--- config.mk ---
export PLATFORM = sky130hd
export DESIGN_NAME = imem_loader
export DESIGN_NICKNAME = d
export VERILOG_FILES = /design/src/rtl/imem_loader.sv
export SDC_FILE = /design/constraint.sdc
export NUM_CORES = 1
export LEC_CHECK = 0
export BUFFER_PORTS_ARGS = -buffer_cell sky130_fd_sc_hd__buf_4
export CAP_MARGIN = 25
export CORE_MARGIN = 4
export CORE_UTILIZATION = 33
export CTS_BUF_LIST = sky130_fd_sc_hd__clkbuf_2 sky130_fd_sc_hd__clkbuf_4 sky130_fd_sc_hd__clkbuf_8
export CTS_CLUSTER_DIAMETER = 120
export DETAILED_ROUTE_END_ITERATION = 8
export GPL_ROUTABILITY_DRIVEN = 0
export PLACE_DENSITY_LB_ADDON = 0.08
export SLEW_MARGIN = 20
export SYNTH_ARGS = -nofsm -noshare
export SYNTH_HDL_FRONTEND = slang
export SYNTH_SLANG_ARGS = --single-unit
export TNS_END_PERCENT = 100
--- constraint.sdc ---
create_clock -name clk -period 5.6 [get_ports clk]
set_input_delay 1.12 -clock clk [delete_from_list [all_inputs] [get_ports clk]]
set_output_delay 1.12 -clock clk [all_outputs]
set_load 0.005 [all_outputs]
--- src/rtl/imem_loader.sv ---
// imem_loader: splits 32-bit instruction words into big-endian byte writes for the instruction store
module imem_loader #(
  parameter logic [31:0] BASE_ADDR   = 32'd0,
  parameter int          DEPTH_BYTES = 80,
  parameter int          CNT_W       = 8
) (
  input  logic             clk,
  input  logic             rst_n,
  input  logic             start,
  input  logic             word_valid,
  input  logic [31:0]      word_data,
  input  logic             word_last,
  output logic             word_ready,
  output logic             mem_we,
  output logic [31:0]      mem_addr,
  output logic [7:0]       mem_byte,
  output logic             loading,
  output logic             done,
  output logic             full,
  output logic [CNT_W-1:0] words_loaded
);
  typedef enum logic [2:0] {IDLE, ACCEPT, WR0, WR1, WR2, WR3, FIN} state_t;
  localparam logic [31:0] END_ADDR = BASE_ADDR + 32'(DEPTH_BYTES);
  state_t state, state_nx;
  logic [31:0] ptr, word, addr_q, addr_live, ptr_inc;
  logic [7:0] byte_q, byte_live;
  logic [1:0] k;
  logic last, wr, take;
  always_comb begin
    wr        = state inside {WR0, WR1, WR2, WR3};
    k         = state == WR1 ? 2'd1 : state == WR2 ? 2'd2 : state == WR3 ? 2'd3 : 2'd0;
    addr_live = ptr + {30'd0, k};
    byte_live = k == 2'd0 ? word[31:24] : k == 2'd1 ? word[23:16] : k == 2'd2 ? word[15:8] : word[7:0];
    ptr_inc   = ptr + 32'd4;
    take      = state == ACCEPT && word_valid && !start;
    state_nx  = state;
    if (start) state_nx = ACCEPT;
    else
      case (state)
        IDLE:    state_nx = IDLE;
        ACCEPT:  state_nx = take ? WR0 : ACCEPT;
        WR0:     state_nx = WR1;
        WR1:     state_nx = WR2;
        WR2:     state_nx = WR3;
        WR3:     state_nx = (last || ptr_inc == END_ADDR) ? FIN : ACCEPT;
        FIN:     state_nx = IDLE;
        default: state_nx = IDLE;
      endcase
  end
  assign word_ready = state == ACCEPT;
  assign mem_we     = wr;
  assign mem_addr   = wr ? addr_live : addr_q;
  assign mem_byte   = wr ? byte_live : byte_q;
  assign loading    = state != IDLE && state != FIN;
  assign done       = state == FIN;
  // restart (start) takes priority over every in-flight action
  always_ff @(posedge clk or negedge rst_n)
    if (!rst_n) begin
      state        <= IDLE;
      ptr          <= BASE_ADDR;
      word         <= '0;
      last         <= 1'b0;
      addr_q       <= '0;
      byte_q       <= '0;
      full         <= 1'b0;
      words_loaded <= '0;
    end else begin
      state <= state_nx;
      if (wr) begin
        addr_q <= addr_live;
        byte_q <= byte_live;
      end
      if (start) begin
        ptr          <= BASE_ADDR;
        words_loaded <= '0;
        full         <= 1'b0;
      end else if (take) begin
        word <= word_data;
        last <= word_last;
      end else if (state == WR3) begin
        ptr          <= ptr_inc;
        words_loaded <= words_loaded + 1'b1;
        full         <= !last && ptr_inc == END_ADDR;
      end
    end
endmodule

==> run summary <==
status -> finished, final reports clean
ys async rst share -> 1.00
Clock Sink Count -> 115
Num CTS Buffers -> 17
layout cells sized above 1 -> 0.302
area leader, netlist -> dfrtp_1
pin count of the biggest net entering global routing -> 68
Critical Path Slowest Stage Cell -> buf_4
Area contributors post-synth -> dfrtp_1, mux2_2, xor2_1
worst path arrival time -> 2480 ps
worst setup skew after layout -> 9.93 ps
setup TNS -> 0 ps
Clock transition at path regs -> 80 ps
Synth top area share -> 0.479
Routed met3 length -> 782 um
Ports -> 90
Max VDD drop -> 147 uV
Tcrit/Tclk final -> 0.643
met2 routed WL -> 7030 um
Clock Path Buffers -> 2
GRT Total Usage -> 0.154
number of setup violations in the final report -> 0
ANT nets after route -> 0
Pleak -> 3.17 nW
most common cell after layout, fill and taps aside -> dfrtp_1
Tmin final -> 3600 ps
vias in the first global route -> 4,632
number of synthesized flops with an enable pin -> 0
DRC viols -> 0
Iter 0 DRT Violations -> 290
# rows -> 49
synthesis-to-layout area growth -> 19.9%
Inserted Diodes -> 0
crit end category -> output port
commonest cells after routing, fill and taps aside -> dfrtp_1, buf_4, nand2_1
Yosys cell types -> 62
area of the mapped netlist -> 0.00601 mm^2
Hold Path Class -> register to register
drt wl/cell -> 16.8 um
initial antenna violation count -> 0
Mapped Cells -> 573
drt total wl -> 14,900 um
post-placement cell area -> 0.00680 mm^2
Die H -> 143 um
Least-Margin Pin Slew -> 763 ps
first-pass GRT wire length -> 24,700 um
Via-to-Cell Ratio -> 5.01
die footprint -> 0.0204 mm^2
most frequent CP cell -> buf_4
Post-Layout Inst Area -> 0.00721 mm^2
clk_lat worst skew -> 450 ps
max-cap viol count -> 0
final slew viol count -> 0
CP cell instances -> inv_1 -> ha_2 -> buf_4 -> mux2_2 -> buf_4
PostCTS Resize Cnt -> 0
Slew HR -> 0.490
Post-CTS Hold Buffers -> 0
Layout Nets -> 688
unrepaired setup endpoints after global routing -> no
Yosys reg bits -> 115
crit start category -> register
maximum fanout along the worst path -> 60
kind of critical path -> register to output port
Setup Buffers After CTS -> 0
routed vias -> 4,449
ys flop type -> dfrtp_1
DR pass1 iterations -> 6
IO Port Bufs -> 89
WHS -> 481 ps
metal1 wirelength -> 6920 um
Die W -> 143 um
HPWL after DPL -> 10,400 um
highest clock rate -> 0.278 GHz
Core Util, Final -> 0.401
warning count from the yosys run -> 0
power per cell area -> 288 mW/mm^2
mean post-synth cell area -> 10.5 um^2
total core area -> 0.0180 mm^2
Final Hold Vio Count -> 0
clock root buffer -> clkbuf_8
uppermost layer routed -> met4
CTS tree -> done
total congestion overflow -> 0
Initial Util -> 0.335
Worst Path Required -> 4480 ps
CP max stage delay -> 500 ps
Seq/Total Area, Yosys -> 0.479
syn_nets -> 615
H-tree depth -> 4
## cell families (layout without fill, tap and decap cells)
family / count (synthesis) / in the layout / synth area share
flops: 115 / 115 / 0.479
fa+ha+maj: 5 / 5 / 0.0104
xor+xnor: 60 / 60 / 0.0874
simple gates: 230 / 230 / 0.205
mux: 57 / 57 / 0.122
compound gates: 57 / 57 / 0.0583
other cells: 1 / 1 / 0.000624
buf+inv: 48 / 134 / 0.0385
## stage by stage
stage / std cells / power (mW) / worst slack, ps
global placement: 855 / 1.33 / 2450
global route: 888 / 2.20 / 1850
detailed placement: 855 / 1.34 / 2410
finish: 888 / 2.07 / 2000
floorplan: 573 / 1.18 / 2640
CTS: 887 / 2.12 / 1940
## report_power, final
part           switching [mW]  total, mW  leakage (nW)  internal (mW)
sequential             0.0495      0.990          1.51          0.941
clock                   0.395      0.758         0.192          0.362
combinational           0.144      0.325          1.46          0.182
total                   0.588       2.07          3.17           1.48
## flip-flops by register name (all words and copies together) (netlist names)
signal,flops
full,1
words_loaded,8
addr_q,32
byte_q,8
last,1
ptr,30
word,32
state,3
## layout make-up
| type | count | area (um^2) |
|---|---|---|
| Clock buffer | 17 | 234 |
| Clock inverter | 15 | 148 |
| Fill cell | 1771 | 10800 |
| Inverter | 8 | 30.0 |
| Multi-Input combinational cell | 410 | 2910 |
| Sequential cell | 115 | 2880 |
| Tap cell | 229 | 287 |
| Timing Repair Buffer | 94 | 726 |
## worst paths after layout
kind / start / end / slack [ps] / cells after the start
max in group asynchronous: rst_n / addr_q[23]$_DFF_PN0_ / 4200 / 2
worst min register to register: byte_q[5]$_DFF_PN0_ / byte_q[5]$_DFF_PN0_ / 480 / 2
worst max-delay path: state[1]$_DFF_PN0_ / mem_addr[9] / 2000 / 5
worst min-delay path: byte_q[5]$_DFF_PN0_ / byte_q[5]$_DFF_PN0_ / 480 / 2
min in group asynchronous: rst_n / addr_q[6]$_DFF_PN0_ / 520 / 1
worst max register to register: ptr[2]$_DFFE_PN0P_ / state[0]$_DFF_PN0_ / 2430 / 8
## synthesized netlist by cell type, drive strengths merged (13+ instances only)
| cell type | instances |
|---|---|
| xnor2 | 25 |
| o21ai | 31 |
| nor2 | 49 |
| mux2 | 48 |
| nand3 | 22 |
| nand2 | 79 |
| nor4 | 13 |
| clkbuf | 21 |
| nand4 | 26 |
| dfrtp | 115 |
| buf | 19 |
| xor2 | 35 |
## critical path: cells and delay by family, from the launching register on
kind	cells	cell delay [ps]
buffers and inverters	3	780
flip-flops	1	480
multiplexers	1	420
adder cells (fa/ha/maj)	1	340
## routing by layer
| layer | vias up | global-route usage |
|---|---|---|
| met3 | 12 | 0.0462 |
| met5 | - | 0 |
| met4 | 0 | 0.0520 |
| met1 | 2182 | 0.206 |
| met2 | 99 | 0.237 |
| li1 | 2156 | - |
No activity file was read; power rests on OpenSTA's default activity.
